<file path="src/rtl/btn_conditioner_if.sv">
// rtl/btn_conditioner_if.sv - raw button in, conditioned level and event pulses out
interface btn_conditioner_if;
  logic i_btn;
  logic o_level;
  logic o_press;
  logic o_release;
  logic o_short;
  logic o_long;
  logic o_repeat;

  modport master (
    output i_btn,
    input  o_level,
    input  o_press,
    input  o_release,
    input  o_short,
    input  o_long,
    input  o_repeat
  );

  modport slave (
    input  i_btn,
    output o_level,
    output o_press,
    output o_release,
    output o_short,
    output o_long,
    output o_repeat
  );
endinterface

</file>
<file path="src/rtl/btn_conditioner.sv">
// rtl/btn_conditioner.sv - sync, debounce, press/release edges, short/long/repeat classification
module btn_conditioner #(
  parameter bit ACTIVE_LOW   = 1'b1,
  parameter int DEBOUNCE_CYC = 270000,
  parameter int LONG_CYC     = 27000000,
  parameter int REPEAT_CYC   = 5400000
) (
  input  logic              i_clk,
  input  logic              i_rst_n,
  btn_conditioner_if.slave  bus
);

  localparam int DW   = $clog2(DEBOUNCE_CYC) + 1;
  localparam int HMAX = (LONG_CYC > REPEAT_CYC) ? LONG_CYC : REPEAT_CYC;
  localparam int HW   = $clog2(HMAX) + 1;

  localparam logic          RAW_IDLE  = ACTIVE_LOW;
  localparam logic [DW-1:0] DB_TERM   = DW'(DEBOUNCE_CYC - 1);
  localparam logic [HW-1:0] LONG_TERM = HW'(LONG_CYC - 1);
  localparam logic [HW-1:0] REP_TERM  = HW'((REPEAT_CYC > 0) ? REPEAT_CYC - 1 : 0);
  localparam bit            REP_EN    = (REPEAT_CYC > 0);

  typedef enum logic [1:0] {
    IDLE,
    PRESSED,
    HELD
  } state_t;

  logic          sync1_q;
  logic          sync2_q;
  logic          pressed;

  logic [DW-1:0] db_cnt_q;
  logic [DW-1:0] db_cnt_d;
  logic          level_q;
  logic          level_d;
  logic          press_evt;
  logic          release_evt;
  logic          press_q;
  logic          release_q;

  state_t        state_q;
  logic [HW-1:0] hold_cnt_q;
  logic          short_q;
  logic          long_q;
  logic          repeat_q;

  // Reset loads the released pin value so no phantom edge appears on exit.
  always_ff @(posedge i_clk or negedge i_rst_n) begin
    if (!i_rst_n) begin
      sync1_q <= RAW_IDLE;
      sync2_q <= RAW_IDLE;
    end else begin
      sync1_q <= bus.i_btn;
      sync2_q <= sync1_q;
    end
  end

  assign pressed = sync2_q ^ ACTIVE_LOW;

  always_comb begin
    db_cnt_d    = db_cnt_q;
    level_d     = level_q;
    press_evt   = 1'b0;
    release_evt = 1'b0;
    if (pressed == level_q) begin
      db_cnt_d = '0;
    end else if (db_cnt_q == DB_TERM) begin
      db_cnt_d    = '0;
      level_d     = pressed;
      press_evt   = pressed;
      release_evt = !pressed;
    end else begin
      db_cnt_d = db_cnt_q + DW'(1);
    end
  end

  always_ff @(posedge i_clk or negedge i_rst_n) begin
    if (!i_rst_n) begin
      db_cnt_q  <= '0;
      level_q   <= 1'b0;
      press_q   <= 1'b0;
      release_q <= 1'b0;
    end else begin
      db_cnt_q  <= db_cnt_d;
      level_q   <= level_d;
      press_q   <= press_evt;
      release_q <= release_evt;
    end
  end

  // Release is checked first so it beats a long/repeat terminal count in the same cycle.
  always_ff @(posedge i_clk or negedge i_rst_n) begin
    if (!i_rst_n) begin
      state_q    <= IDLE;
      hold_cnt_q <= '0;
      short_q    <= 1'b0;
      long_q     <= 1'b0;
      repeat_q   <= 1'b0;
    end else begin
      short_q  <= 1'b0;
      long_q   <= 1'b0;
      repeat_q <= 1'b0;
      case (state_q)
        IDLE: begin
          if (press_evt) begin
            state_q    <= PRESSED;
            hold_cnt_q <= '0;
          end
        end
        PRESSED: begin
          if (release_evt) begin
            state_q    <= IDLE;
            hold_cnt_q <= '0;
            short_q    <= 1'b1;
          end else if (hold_cnt_q == LONG_TERM) begin
            state_q    <= HELD;
            hold_cnt_q <= '0;
            long_q     <= 1'b1;
          end else begin
            hold_cnt_q <= hold_cnt_q + HW'(1);
          end
        end
        HELD: begin
          if (release_evt) begin
            state_q    <= IDLE;
            hold_cnt_q <= '0;
          end else if (REP_EN) begin
            if (hold_cnt_q == REP_TERM) begin
              hold_cnt_q <= '0;
              repeat_q   <= 1'b1;
            end else begin
              hold_cnt_q <= hold_cnt_q + HW'(1);
            end
          end
        end
        default: begin
          state_q    <= IDLE;
          hold_cnt_q <= '0;
        end
      endcase
    end
  end

  assign bus.o_level   = level_q;
  assign bus.o_press   = press_q;
  assign bus.o_release = release_q;
  assign bus.o_short   = short_q;
  assign bus.o_long    = long_q;
  assign bus.o_repeat  = repeat_q;

endmodule

</file>
<file path="src/flat_wrapper.sv">
// flat-port wrapper written by rule: the top's interface ports become plain ports
module btn_conditioner_flat 
#(
  parameter bit ACTIVE_LOW   = 1'b1,
  parameter int DEBOUNCE_CYC = 270000,
  parameter int LONG_CYC     = 27000000,
  parameter int REPEAT_CYC   = 5400000
)
  (i_clk, i_rst_n, bus_i_btn, bus_o_level, bus_o_press, bus_o_release, bus_o_short, bus_o_long, bus_o_repeat);
  btn_conditioner_if bus_i ();
  input  logic i_clk;
  input  logic i_rst_n;
  input wire logic [$bits(bus_i.i_btn)-1:0] bus_i_btn;
  output wire logic [$bits(bus_i.o_level)-1:0] bus_o_level;
  output wire logic [$bits(bus_i.o_press)-1:0] bus_o_press;
  output wire logic [$bits(bus_i.o_release)-1:0] bus_o_release;
  output wire logic [$bits(bus_i.o_short)-1:0] bus_o_short;
  output wire logic [$bits(bus_i.o_long)-1:0] bus_o_long;
  output wire logic [$bits(bus_i.o_repeat)-1:0] bus_o_repeat;
  assign bus_i.i_btn = bus_i_btn;
  assign bus_o_level = bus_i.o_level;
  assign bus_o_press = bus_i.o_press;
  assign bus_o_release = bus_i.o_release;
  assign bus_o_short = bus_i.o_short;
  assign bus_o_long = bus_i.o_long;
  assign bus_o_repeat = bus_i.o_repeat;
  btn_conditioner #(.ACTIVE_LOW(ACTIVE_LOW), .DEBOUNCE_CYC(DEBOUNCE_CYC), .LONG_CYC(LONG_CYC), .REPEAT_CYC(REPEAT_CYC)) u_core (.i_clk(i_clk), .i_rst_n(i_rst_n), .bus(bus_i));
endmodule
</file>
<file path="config.mk">
export PLATFORM = sky130hd
export DESIGN_NAME = btn_conditioner_flat
export DESIGN_NICKNAME = d
export VERILOG_FILES = /design/src/rtl/btn_conditioner_if.sv /design/src/rtl/btn_conditioner.sv /design/src/flat_wrapper.sv
export SDC_FILE = /design/constraint.sdc
export NUM_CORES = 1
export LEC_CHECK = 0
export BUFFER_PORTS_ARGS = -buffer_cell sky130_fd_sc_hd__buf_4
export CAP_MARGIN = 10
export CORE_ASPECT_RATIO = 1.4
export CORE_UTILIZATION = 45
export DETAILED_ROUTE_END_ITERATION = 6
export SYNTH_ARGS = -nofsm -noshare
export SYNTH_HDL_FRONTEND = slang
export SYNTH_SLANG_ARGS = --single-unit
</file>
<file path="constraint.sdc">
create_clock -name i_clk -period 3.1 [get_ports i_clk]
set_input_delay 0.62 -clock i_clk [delete_from_list [all_inputs] [get_ports i_clk]]
set_output_delay 0.62 -clock i_clk [all_outputs]
set_load 0.005 [all_outputs]
</file>
== Word level (Yosys, flattened, before mapping) ==
Cells that the tools add are included.

* Add/sub/neg operators: 2
* Equality and inequality tests: 9
* Multiplexer cells: 25
* Bitwise logic cells: 2
* Reduce and logical (&&, ||, !) cells: 3

{| class="wikitable"
|+ Operators with widths
! cell !! count
|-
| 26-bit two-way mux || 5
|-
| 26-bit case mux with 3 select lines || 1
|-
| 20-bit two-way mux || 2
|-
| 26-bit by 1-bit adder with 26-bit output (second input constant) || 1
|-
| 26-bit by 23-bit equality test with 1-bit output (second input constant) || 1
|-
| 26-bit by 25-bit equality test with 1-bit output (second input constant) || 1
|-
| 20-bit by 1-bit adder with 20-bit output (second input constant) || 1
|-
| 20-bit by 19-bit equality test with 1-bit output (second input constant) || 1
|-
| 1-bit two-way mux || 12
|-
| 2-bit two-way mux || 4
|-
| 2-bit case mux with 3 select lines || 1
|-
| 2-bit by 1-bit inequality test with 1-bit output (second input constant) || 2
|-
| 3-bit by 1-bit inequality test with 1-bit output (second input constant) || 1
|-
| 3-bit AND reduction || 1
|-
| 2-bit by 1-bit equality test with 1-bit output (second input constant) || 1
|-
| 2-bit equality test (second input constant) || 1
|-
| 2-bit logical NOT || 1
|-
| 1-bit NOT || 2
|-
| 2-bit AND reduction || 1
|-
| 1-bit equality test || 1
|}

* Flip-flop bits (word level): 56
* Output and inout bits: 6
* Logic and storage cells: 52

== Longest topological paths before layout ==
* Depth in word-level cells: 5
* Mapped depth: 10
* Gate-level depth less buffers: 7

== Least setup slack after synthesis ==
No wires, ideal clock.

* Path kind: flip-flop to flip-flop
* Start point: reg u_core.db_cnt_q[8]
* End point: reg u_core.hold_cnt_q[18]
* Setup time: 0.136 ns
* Data arrival time: 2.377 ns
* Required time: 2.964 ns
* Slack: 0.587 ns
* Cell stages (with the launch flop): 10
* Path buffers: 3
* Cell sequence: dfrtp_1 -> or4_1 -> or4_1 -> buf_2 -> or3_4 -> o211a_1 -> buf_6 -> nand2_4 -> buf_6 -> o311ai_1

* Cells in the longest elaborated chain, start to end: 5
* Elaborated cells between the ends (all ways): 9

{| class="wikitable"
|+ Ends and longest elaborated chain
! what !! line !! RTL
|-
| start, declared || btn_conditioner.sv:33 || <nowiki>logic [DW-1:0] db_cnt_q;</nowiki>
|-
| start signal, assigned || btn_conditioner.sv:85 || <nowiki>db_cnt_q <= db_cnt_d;</nowiki>
|-
| 20-bit by 19-bit equality test with 1-bit output (*) || btn_conditioner.sv:68 || <nowiki>end else if (db_cnt_q == DB_TERM) begin</nowiki>
|-
| 1-bit two-way mux || btn_conditioner.sv:68 ||
|-
| 1-bit two-way mux || btn_conditioner.sv:66 || <nowiki>if (pressed == level_q) begin</nowiki>
|-
| 26-bit two-way mux (on tied branches) || btn_conditioner.sv:125, btn_conditioner.sv:112 ||
|-
| 26-bit case mux with 3 select lines || btn_conditioner.sv:104 || <nowiki>case (state_q)</nowiki>
|-
| end signal, assigned || btn_conditioner.sv:121 || <nowiki>hold_cnt_q <= hold_cnt_q + HW'(1);</nowiki>
|-
| end signal, assigned || btn_conditioner.sv:133 || <nowiki>hold_cnt_q <= hold_cnt_q + HW'(1);</nowiki>
|-
| end, declared || btn_conditioner.sv:43 || <nowiki>logic [HW-1:0] hold_cnt_q;</nowiki>
|}

Mark *: on every way between the ends. The rest lies on a longest branch, timed or not.
A chain may end at the register's enable or synchronous reset.

== Worst setup path in the final report ==
* Start point: reg u_core.hold_cnt_q[9]
* End point: reg u_core.hold_cnt_q[21]

* Cells in the longest elaborated chain, start to end: 4
* Elaborated cells between the ends (all ways): 8

{| class="wikitable"
|+ Ends and longest elaborated chain
! what !! line
|-
| 26-bit by 1-bit adder with 26-bit output, or another cell as far along || btn_conditioner.sv:121, btn_conditioner.sv:133
|-
| 26-bit two-way mux (on tied branches) || btn_conditioner.sv:129, btn_conditioner.sv:116
|-
| 26-bit two-way mux (on tied branches) || btn_conditioner.sv:125, btn_conditioner.sv:112
|-
| 26-bit case mux with 3 select lines (*) || btn_conditioner.sv:104
|}

Marks and branches as above.

==> impl_metrics.tcl <==
set metrics [dict create \
    cts_resized 0 \
    fmax_ghz 0.344 \
    hpwl_um 4490 \
    netlist.area_leader.share 0.455 \
    io_pins 9 \
    yosys-top-cells-area "dfrtp_1 (46%), nand3_1 (5.7%), nand2_1 (5.2%)" \
    antenna_found_initial 0 \
    tightest_slew_ns 0.821 \
    synthFlopType "dfrtp_1" \
    power_w 0.00116 \
    postCtsSetupRepairBufs 0 \
    clkLatencyLatePin_ns 0.31 \
    core_um2 6300 \
    finalCriticalPeriod_ns 2.91 \
    grt_pass1_vias 2235 \
    slew_viol_final 0 \
    rr_worst_depth 6 \
    die_h_um 98.1 \
    die_x_um 70.6 \
    wire_per_inst_um 15.8 \
    synth_top_family_by_area "simple AND/OR/NAND/NOR gates" \
    ant_nets 0 \
    antenna_cells 0 \
    synth_cells 321 \
    fin_tns_setup_ns 0 \
    critPathCaptureType "flip-flop" \
    grt_max_degree 57 \
    cts.sinks 56 \
    rsz0062_at_grt "no" \
    arrival_ns 3.12 \
    ys_seq_area_frac 0.473 \
    via_per_inst 5.84 \
    hold_class "input port to async pin" \
    drive_gt1_frac 0.101 \
    critical_path_peak_fanout 11 \
    initial_core_util 0.471 \
    clk_path_buf_depth 2 \
    dr.first_iter.drc_count 112 \
    totalWireLength_um 6420 \
    synth.distinct_cells 49 \
    skew_ns 0.0133 \
    timing.rr.end "u_core.hold_cnt_q[21]$_DFFE_PN0P_" \
    grt.total_usage 0.197 \
    synthAdderAreaFrac 0.0211 \
    synthMuxAreaShare 0.00337 \
    syn2layout_area_growth_pct 7.84 \
    powerDensity_nw_per_um2 361 \
    syn_nets 329 \
    crit_buf_inv 0 \
    ff2ff_setup_slack_ns 0.19 \
    root_buffer "clkbuf_8" \
    first_pass_iters 6 \
    path_delay_family "compound AO/OA/AOI/OAI gates" \
    crit_path_max_incr_delay_ns 0.68 \
    clkTransAtPathRegs_ns 0.10 \
    yosys.area_share.simple 0.293 \
    r2r_start "u_core.hold_cnt_q[9]$_DFFE_PN0P_" \
    syn_avg_cell_area_um2 9.25 \
    numCtsBuffers 5 \
    cts_hold_buf 0 \
    synth_compound_area_frac 0.127 \
    dieArea_um2 6930 \
    h-tree-depth 2 \
    place.gp.congestion 0.845 \
    synth_xor_xnor_area_share 0.0472 \
    fill_cells 612 \
    maxCapViolations 0 \
    vias 2377 \
    cp_slowest_cell "o211ai_1" \
    grt_pass1_wl_um 10700 \
    yosysWarnings 0 \
    violations "DRC" \
    cts_tree "built" \
    relSlewSlack 0.450 \
    async_flop_share 1.00 \
    io_buffers 8 \
    leakage_nw 1.30 \
    synthesis.area_um2 2970 \
    synth_top_area_cell "dfrtp_1" \
    cp-start-kind "flip-flop" \
    finalSetupViolCount 0 \
    crit_path_cell_trace "or4b_1, or4_1, o21a_1, o211ai_1, o21ai_0, a21o_1" \
    required_ns 3.31 \
    drcViolationCount 2 \
    synth_edf_count 0 \
    worstSetupPathType "flip-flop to flip-flop" \
    overflow 0 \
    hold_violations 0 \
    nets 342 \
    yosys_register_bits 56 \
    status "finished, violations left" \
    min_period_over_period 0.939 \
    rows 34 \
    ir_drop_uv 196 \
]
worst max-delay path by stage:
stage | start | to | slack (ns) | cells past startpoint
after detailed placement | u_core.hold_cnt_q[21]$_DFFE_PN0P_ | u_core.hold_cnt_q[21]$_DFFE_PN0P_ | 0.23 | 6
after global routing | u_core.hold_cnt_q[21]$_DFFE_PN0P_ | u_core.hold_cnt_q[21]$_DFFE_PN0P_ | 0.02 | 6
after floorplan | u_core.db_cnt_q[8]$_DFF_PN0_ | u_core.hold_cnt_q[18]$_DFFE_PN0P_ | 0.59 | 9
final | u_core.hold_cnt_q[9]$_DFFE_PN0P_ | u_core.hold_cnt_q[21]$_DFFE_PN0P_ | 0.19 | 6
after global placement | u_core.db_cnt_q[8]$_DFF_PN0_ | u_core.hold_cnt_q[8]$_DFFE_PN0P_ | 0.28 | 6
after CTS | u_core.hold_cnt_q[21]$_DFFE_PN0P_ | u_core.hold_cnt_q[21]$_DFFE_PN0P_ | 0.22 | 6
registers in the layout (all words and copies together), names as in the netlist:
name                  cells
u_core.db_cnt_q          20
u_core.bus.o_level        1
u_core.hold_cnt_q        26
u_core.state_q            2
u_core.bus.o_long         1
u_core.sync1_q            1
u_core.bus.o_release      1
u_core.bus.o_press        1
u_core.sync2_q            1
u_core.bus.o_short        1
u_core.bus.o_repeat       1
where the power goes:
part	switching [W]	internal, W
Sequential	0.00000364	0.000735
Clock	0.000230	0.000159
Combinational	0.0000218	0.00000647
Total	0.000256	0.000901
Yosys cell counts, drive strengths merged, types with 2 or more instances:
cell,count
a21oi,9
and3,6
and4,2
and4b,2
buf,5
clkbuf,6
dfrtp,54
dfstp,2
ha,5
inv,10
nand2,42
nand3,34
nand4,13
nor2,35
nor3,5
nor4,2
nor4b,2
o21a,2
o21ai,15
o2bb2ai,3
o311ai,12
o31a,3
o31ai,4
or2,3
or3,6
or4,8
xnor2,7
xor2,9
final cells by class:
cell class	count	area, µm²	share of cell area
inverter	10	37.5	0.0117
tap	72	90.1	0.0281
clock inverter	1	5.00	0.00156
sequential	56	1400	0.439
clock buffer	7	76.3	0.0238
timing repair buffer	17	128	0.0399
multi-input combinational	244	1460	0.456
layer usage:
metal | global-route usage | wire, µm
met1 | 0.246 | 2840
met2 | 0.344 | 3320
met3 | 0.0299 | 127
met4 | 0.0708 | 131
met5 | 0 | 0
cells by family (layout without fill, tap and decap cells):
group,count (synthesis),count (layout)
DFF,56,56
buffers and inverters,21,35
AOI/OAI and AO/OA,54,54
adders and majority gates,5,5
xor gates and xnor gates,16,16
muxes,1,1
and+or+nand+nor,168,168
cells in the final DEF, fill, tap and decap left out, drive strengths merged, types with 3 or more instances in the layout:
cell type	Yosys	routed
xnor2	7	7
buf	5	17
or2	3	3
nand3	34	34
or4	8	8
nor3	5	5
a21oi	9	9
nand4	13	13
nand2	42	42
inv	10	10
o31ai	4	4
ha	5	5
clkbuf	6	7
nor2	35	35
and3	6	6
or3	6	6
xor2	9	9
o311ai	12	12
dfrtp	54	54
o31a	3	3
o21ai	15	15
o2bb2ai	3	3
through the flow:
stage / utilization / area, µm² / hold WS (ns) / std cells / worst slack, ns
2_1_floorplan: - / 2970 / 0.324 / 321 / 0.587
3_3_place_gp: 0.495 / 3120 / 0.349 / 399 / 0.284
3_5_place_dp: 0.495 / 3120 / 0.350 / 399 / 0.234
4_1_cts: 0.508 / 3200 / 0.364 / 407 / 0.220
5_1_grt: 0.508 / 3200 / 0.375 / 407 / 0.0168
6_report: 0.508 / 3200 / 0.343 / 407 / 0.190
worst register-to-register path, stage by stage, from the launching register on:
cell	delay [ns]
dfrtp_1	0.44
or4b_1	0.53
or4_1	0.50
o21a_1	0.25
o211ai_1	0.68
o21ai_0	0.20
a21o_1	0.21
Power figures use the tool's default switching activity.
